[src/rtl/uart_mmio_bridge_pkg.sv]
// Shared definitions for the memory-mapped UART bridge.
// Holds the I/O-window register addresses, the sticky error bit positions
// within the status word, and helpers for address decode and status packing.
package uart_mmio_bridge_pkg;

  localparam logic [31:0] AddrTxStatus = 32'h8000_0000;
  localparam logic [31:0] AddrRxStatus = 32'h8000_0004;
  localparam logic [31:0] AddrTxData   = 32'h8000_0008;
  localparam logic [31:0] AddrRxData   = 32'h8000_000C;
  localparam logic [31:0] AddrStatus   = 32'h8000_0010;

  localparam int unsigned TxOverflowBit  = 4;
  localparam int unsigned RxUnderflowBit = 3;
  localparam int unsigned RxOverrunBit   = 2;

  typedef enum logic [2:0] {
    RegNone,
    RegTxStatus,
    RegRxStatus,
    RegTxData,
    RegRxData,
    RegStatus
  } reg_sel_e;

  typedef struct packed {
    logic tx_overflow;
    logic rx_underflow;
    logic rx_overrun;
  } sticky_t;

  // Full 32-bit compare; aliases inside the window decode to RegNone.
  function automatic reg_sel_e decode_addr(logic [31:0] a);
    reg_sel_e sel;
    unique case (a)
      AddrTxStatus: sel = RegTxStatus;
      AddrRxStatus: sel = RegRxStatus;
      AddrTxData:   sel = RegTxData;
      AddrRxData:   sel = RegRxData;
      AddrStatus:   sel = RegStatus;
      default:      sel = RegNone;
    endcase
    return sel;
  endfunction

  function automatic logic [31:0] status_word(sticky_t s);
    logic [31:0] w;
    w                 = '0;
    w[TxOverflowBit]  = s.tx_overflow;
    w[RxUnderflowBit] = s.rx_underflow;
    w[RxOverrunBit]   = s.rx_overrun;
    return w;
  endfunction

endpackage

[src/rtl/uart_mmio_bridge_sync_fifo.sv]
// Synchronous FIFO used for the bridge's TX and RX byte queues.
// Ports:
//   clk, rst_n      clock, asynchronous active-low reset (empties the FIFO)
//   push, wdata     enqueue request and data; ignored while full
//   pop             dequeue request; ignored while empty
//   rdata           head entry, forced to 0 while empty
//   full, empty     derived from the registered occupancy count
//   count           occupancy, log2(DEPTH)+1 bits
module uart_mmio_bridge_sync_fifo #(
  parameter int unsigned WIDTH = 8,
  parameter int unsigned DEPTH = 4
) (
  input  logic                       clk,
  input  logic                       rst_n,
  input  logic                       push,
  input  logic [WIDTH-1:0]           wdata,
  input  logic                       pop,
  output logic [WIDTH-1:0]           rdata,
  output logic                       full,
  output logic                       empty,
  output logic [$clog2(DEPTH):0]     count
);

  localparam int unsigned AW = $clog2(DEPTH);
  localparam logic [AW:0] FullCount = (AW+1)'(DEPTH);

  logic [WIDTH-1:0] mem [DEPTH];
  logic [AW-1:0]    wr_ptr_q, wr_ptr_d;
  logic [AW-1:0]    rd_ptr_q, rd_ptr_d;
  logic [AW:0]      count_q, count_d;
  logic             do_push, do_pop;

  assign full  = (count_q == FullCount);
  assign empty = (count_q == '0);
  assign count = count_q;

  // Gating on pre-edge full/empty means a push to a full FIFO is dropped
  // even when a pop happens in the same cycle.
  assign do_push = push && !full;
  assign do_pop  = pop && !empty;

  always_comb begin
    wr_ptr_d = wr_ptr_q;
    rd_ptr_d = rd_ptr_q;
    count_d  = count_q;
    if (do_push) wr_ptr_d = wr_ptr_q + 1'b1;
    if (do_pop)  rd_ptr_d = rd_ptr_q + 1'b1;
    case ({do_push, do_pop})
      2'b10:   count_d = count_q + 1'b1;
      2'b01:   count_d = count_q - 1'b1;
      default: count_d = count_q;
    endcase
  end

  always_ff @(posedge clk or negedge rst_n) begin
    if (!rst_n) begin
      wr_ptr_q <= '0;
      rd_ptr_q <= '0;
      count_q  <= '0;
    end else begin
      wr_ptr_q <= wr_ptr_d;
      rd_ptr_q <= rd_ptr_d;
      count_q  <= count_d;
    end
  end

  // Storage needs no reset; the pointers alone define validity.
  always_ff @(posedge clk) begin
    if (do_push) mem[wr_ptr_q] <= wdata;
  end

  assign rdata = empty ? '0 : mem[rd_ptr_q];

endmodule

[src/rtl/uart_mmio_bridge.sv]
// Memory-mapped UART port for the memory stage.
// Decodes the 0x8000_00xx window, queues TX and RX bytes in FIFOs, keeps
// sticky error flags and returns a registered read word.
// Ports:
//   clk, rst_n                    clock, asynchronous active-low reset
//   addr, wdata, we, re           memory-stage address, store data, strobes
//   rdata                         read word, valid the cycle after re
//   DataIn/DataInValid/DataInReady      TX byte stream to the transmitter
//   DataOut/DataOutValid/DataOutReady   RX byte stream from the receiver
module uart_mmio_bridge
  import uart_mmio_bridge_pkg::*;
#(
  parameter int unsigned TX_DEPTH = 4,
  parameter int unsigned RX_DEPTH = 8
) (
  input  logic        clk,
  input  logic        rst_n,
  input  logic [31:0] addr,
  input  logic [31:0] wdata,
  input  logic        we,
  input  logic        re,
  output logic [31:0] rdata,
  output logic [7:0]  DataIn,
  output logic        DataInValid,
  input  logic        DataInReady,
  input  logic [7:0]  DataOut,
  input  logic        DataOutValid,
  output logic        DataOutReady
);

  reg_sel_e sel;
  logic     tx_push, tx_full, tx_empty;
  logic     rx_pop, rx_full, rx_empty;
  logic [7:0] rx_head;
  logic [$clog2(TX_DEPTH):0] tx_count;
  logic [$clog2(RX_DEPTH):0] rx_count;
  logic     sticky_clr;
  sticky_t  sticky_set, sticky_q, sticky_d;
  logic [31:0] rdata_q, rdata_d;

  // Only the low byte of store data reaches the TX FIFO.
  logic unused_wdata;
  assign unused_wdata = ^wdata[31:8];
  logic unused_counts;
  assign unused_counts = ^{tx_count, rx_count};

  assign sel        = decode_addr(addr);
  assign tx_push    = we && (sel == RegTxData);
  assign sticky_clr = we && (sel == RegStatus);
  assign rx_pop     = re && (sel == RegRxData);

  assign DataInValid  = !tx_empty;
  assign DataOutReady = !rx_full;

  uart_mmio_bridge_sync_fifo #(
    .WIDTH (8),
    .DEPTH (TX_DEPTH)
  ) u_tx_fifo (
    .clk   (clk),
    .rst_n (rst_n),
    .push  (tx_push),
    .wdata (wdata[7:0]),
    .pop   (DataInReady),
    .rdata (DataIn),
    .full  (tx_full),
    .empty (tx_empty),
    .count (tx_count)
  );

  uart_mmio_bridge_sync_fifo #(
    .WIDTH (8),
    .DEPTH (RX_DEPTH)
  ) u_rx_fifo (
    .clk   (clk),
    .rst_n (rst_n),
    .push  (DataOutValid),
    .wdata (DataOut),
    .pop   (rx_pop),
    .rdata (rx_head),
    .full  (rx_full),
    .empty (rx_empty),
    .count (rx_count)
  );

  always_comb begin
    sticky_set.tx_overflow  = tx_push && tx_full;
    sticky_set.rx_underflow = rx_pop && rx_empty;
    sticky_set.rx_overrun   = DataOutValid && rx_full;
    // Set wins over a same-cycle clear.
    sticky_d = sticky_clr ? '0 : sticky_q;
    sticky_d = sticky_d | sticky_set;
  end

  // Reads see pre-edge occupancy and flags.
  always_comb begin
    rdata_d = rdata_q;
    if (re) begin
      case (sel)
        RegTxStatus: rdata_d = {31'd0, !tx_full};
        RegRxStatus: rdata_d = {31'd0, !rx_empty};
        RegRxData:   rdata_d = {24'd0, rx_head};
        RegStatus:   rdata_d = status_word(sticky_q);
        default:     rdata_d = '0;
      endcase
    end
  end

  always_ff @(posedge clk or negedge rst_n) begin
    if (!rst_n) begin
      sticky_q <= '0;
      rdata_q  <= '0;
    end else begin
      sticky_q <= sticky_d;
      rdata_q  <= rdata_d;
    end
  end

  assign rdata = rdata_q;

endmodule

[config.mk]
export PLATFORM = sky130hd
export DESIGN_NAME = uart_mmio_bridge
export DESIGN_NICKNAME = d
export VERILOG_FILES = /design/src/rtl/uart_mmio_bridge_pkg.sv /design/src/rtl/uart_mmio_bridge_sync_fifo.sv /design/src/rtl/uart_mmio_bridge.sv
export SDC_FILE = /design/constraint.sdc
export NUM_CORES = 1
export LEC_CHECK = 0
export CORE_ASPECT_RATIO = 0.5
export CORE_UTILIZATION = 46
export CTS_CLUSTER_DIAMETER = 200
export DETAILED_ROUTE_END_ITERATION = 10
export PLACE_DENSITY = 0.83
export SYNTH_ARGS = -nofsm -noshare
export SYNTH_HDL_FRONTEND = slang
export SYNTH_SLANG_ARGS = --single-unit
[constraint.sdc]
create_clock -name clk -period 2.3 [get_ports clk]
set_clock_uncertainty 0.2 [all_clocks]
set_input_delay 0.46 -clock clk [delete_from_list [all_inputs] [get_ports clk]]
set_output_delay 0.46 -clock clk [all_outputs]
set_load 0.05 [all_outputs]
==> metrics.txt <==
leading cell types by total area after synthesis=edfxtp_1 53%, dfrtp_1 13%, mux4_2 9.9%, buf_4 3.3%, ha_1 2.3%; vias per cell=5.13; number of clock sinks=124; number of endpoints failing setup at the final stage=13; Critical Path AT=2570 ps; kind of critical path=in -> reg; internal power consumption=a little over 5 mW; width of the die=156 um; switching power share of the total=a little under a third; part of the power in registers=38.2%; final hold violation count=0; number of inserted diodes=0; commonest cells in the netlist=96 x edfxtp_1, 28 x dfrtp_1, 24 x buf_4, 24 x mux4_2, 17 x nand2_1; leftover overflow at the end of global routing=0; Synth-to-Final Area Change=37.6%; initial core utilization=48.5%; class of the tightest hold or removal check=in -> async; worst slack, placed=-908 ps; number of search-and-repair iterations in the first detailed-routing pass=4; initial antenna violation count=0; proportion of layout cells with a drive suffix above 1=41.0%; largest net degree at the start of global routing=29; unrepaired setup endpoints after global routing=true; Min Hold Slack=218 ps; violations in the final reports=negative setup slack; Die Y=79.0 um; origin of the critical flop-to-flop path=u_rx_fifo.count[1]$_DFFE_PN0P_; clock share of power=33.2%; clock-pin slew on the worst setup and hold paths=60 ps; result of the run=complete, but fails checks; worst endpoint required time=2400 ps; fill cell instance count of the final layout=735; # rows=27; DIE AREA=12300 um^2; buffer depth of the longest clock path=2; IR drop worst, VDD=567 uV; CTS tree=yes; Critical Path Start Type=input port; post-synth top area share=between 50% and 60%; power spent charging and discharging nets=around 2.4 mW; first-pass GRT wire length=~18000 um; Leakage=2.86 nW; final critical path time including I/O delays and setup=2460 ps; total CTS buffers=17; FF-to-FF setup slack=around 40 ps; normalized max-slew margin=between 60 and 70%; number of ports placed on the die boundary=120; Avg Cell Area, Syn=16.2 um^2; fraction of registers with async set or reset after synthesis=22.6%; leading cell type by number of instances after synthesis=edfxtp_1; CTS HTree Levels=4; total global routing track utilization=20.5%; final worst slack=-162 ps; cell area after synthesis=between 5000 and 6000 um^2; post-detailed-route count of antenna-violating nets=0; gate count of the mapped netlist=337; Routed Wire Length=between 10000 and 15000 um; library cells used by synthesis=50; routed length per placed instance=17.6 um; number of flops mapped to enable cells by yosys=96; Logic pwr share=between 20% and 30%; number of buffers inserted by port buffering=71; critical-path maximum fanout=2; DRC violation total after the first TritonRoute iteration=157; Final Wtd Congestion=around 0.80; Worst-Skew Late Latency=420 ps; Syn. warnings=0; flop and latch count out of synthesis=124; final HPWL from detailed placement=around 7400 um; number of cells on the worst reg-to-reg path=10; number of vias in the routed layout=3355; drt drc=0; register area share after synthesis=65.7%; Final Net Count=571; max-slew violation total from the final report=0; Max Cap Viol=0; max frequency=about 400 MHz; Worst Setup End Kind=flop; worst-margin pin slew=slightly above 500 ps; cell at the root of the clock tree=clkbuf_16; power per unit of standard cell area=1020 nW/um^2; Final Cycle Share=107%; dominant synthesized flop cell=edfxtp_1; vias in the first global route=~3500; Setup TNS=-1510 ps; Synth area leader=edfxtp_1; Core Region=11200 um^2; capture point of the worst reg-to-reg path=u_rx_fifo.count[3]$_DFFE_PN0P_
==> cells in the final DEF, fill, tap and decap left out, types with 4 or more instances in the layout <==
cell and instances:
and2_1 5, and2_4 8, buf_12 5, buf_2 14
buf_4 60, buf_6 8, buf_8 8, clkbuf_16 17
clkbuf_2 7, clkdlybuf4s15_1 7, clkdlybuf4s50_1 27, conb_1 24
dfrtp_1 27, edfxtp_1 96, ha_1 7, inv_1 9
inv_6 4, inv_8 5, mux2_2 4, mux2i_1 8
mux4_2 24, nand2_1 14, nand2b_1 4, nor2_1 12
nor4_4 4, o2bb2ai_1 5, xnor2_1 8, xor2_1 6
==> cell type report <==
| class | instances | area [um^2] | area share (%) |
|---|---|---|---|
| clock buffer | 17 | 425 | 5.67 |
| clock inverter | 15 | 149 | 1.98 |
| inverter | 11 | 43.8 | 0.584 |
| multi-input combinational | 190 | 1880 | 25.0 |
| sequential | 124 | 3580 | 47.8 |
| tap | 159 | 199 | 2.65 |
| timing repair buffer | 138 | 1220 | 16.3 |
==> worst max-delay path by stage <==
stage | from | end
6_report | addr[15] | u_rx_fifo.count[3]$_DFFE_PN0P_
5_1_grt | addr[9] | u_rx_fifo.count[2]$_DFFE_PN0P_
4_1_cts | addr[25] | u_rx_fifo.count[2]$_DFFE_PN0P_
3_5_place_dp | addr[16] | u_rx_fifo.count[2]$_DFFE_PN0P_
3_3_place_gp | addr[16] | u_tx_fifo.count[2]$_DFFE_PN0P_
2_1_floorplan | addr[2] | u_rx_fifo.count[3]$_DFFE_PN0P_
==> worst max-delay path: stages <==
cell      delay [ps]
buf_2            110
nor4_4           320
a31oi_2          140
or3_4            340
and3_4           200
ha_4             170
buf_4            130
buf_4            140
o31ai_4          250
o211ai_1         140
xnor2_1          150
==> power groups by stage <==
stage | clock network [mW] | registers [mW] | logic (mW)
2_1_floorplan | 0 | 2.88 | 1.24
3_5_place_dp | 0 | 2.94 | 1.84
6_report | 2.53 | 2.91 | 2.18
4_1_cts | 2.57 | 2.91 | 2.16
3_3_place_gp | 0 | 2.93 | 1.78
5_1_grt | 2.66 | 2.94 | 2.31
==> per-stage QoR <==
step	utilization [%]	power [mW]	instances	area [um^2]
after floorplan	-	4.12	360	5590
after global placement	59.4	4.71	606	6690
after detailed placement	59.4	4.78	606	6690
after CTS	66.4	7.64	651	7470
after global routing	66.7	7.92	654	7500
final	66.7	7.62	654	7500
==> repair_timing <==
action / 4_1_cts / 5_1_grt
resized for setup: 131 / 27
pin swaps: 31 / 22
hold buffers: 0 / 0
setup buffers: 13 / 3
setup endpoints to repair: 53 / 39
hold endpoints to repair: 0 / 0
==> logic make-up (layout without fill, tap and decap cells) <==
family / Yosys count / count (layout) / synth area share (%)
flops: 124 / 124 / 65.7
simple gates: 80 / 80 / 8.56
buf+inv: 46 / 181 / 4.93
mux: 38 / 38 / 12.6
compound gates: 23 / 23 / 3.19
xor+xnor: 14 / 14 / 2.25
fa+ha+maj: 11 / 11 / 2.66
other cells: 1 / 24 / 0.0688
==> metal layers <==
layer / share of wire [%] / vias to the layer above / routed length [um] / global-route usage (%)
li1: - / 1535 / - / -
met5: 0 / - / 0 / 0
met3: 5.3 / 22 / 609 / 4.86
met4: 2.3 / 0 / 260 / 9.80
met1: 39 / 1682 / 4500 / 22.5
met2: 53 / 116 / 6170 / 37.8
==> state kept, by name, indices dropped and copies added (netlist names) <==
| name | cells |
|---|---|
| rdata | 8 |
| u_tx_fifo.rd_ptr_q | 2 |
| u_tx_fifo.wr_ptr_q | 2 |
| u_tx_fifo.count | 3 |
| u_rx_fifo.mem | 64 |
| u_rx_fifo.count | 4 |
| sticky_q | 3 |
| u_tx_fifo.mem | 32 |
| u_rx_fifo.rd_ptr_q | 3 |
| u_rx_fifo.wr_ptr_q | 3 |
No activity file was read; power rests on OpenSTA's default activity.
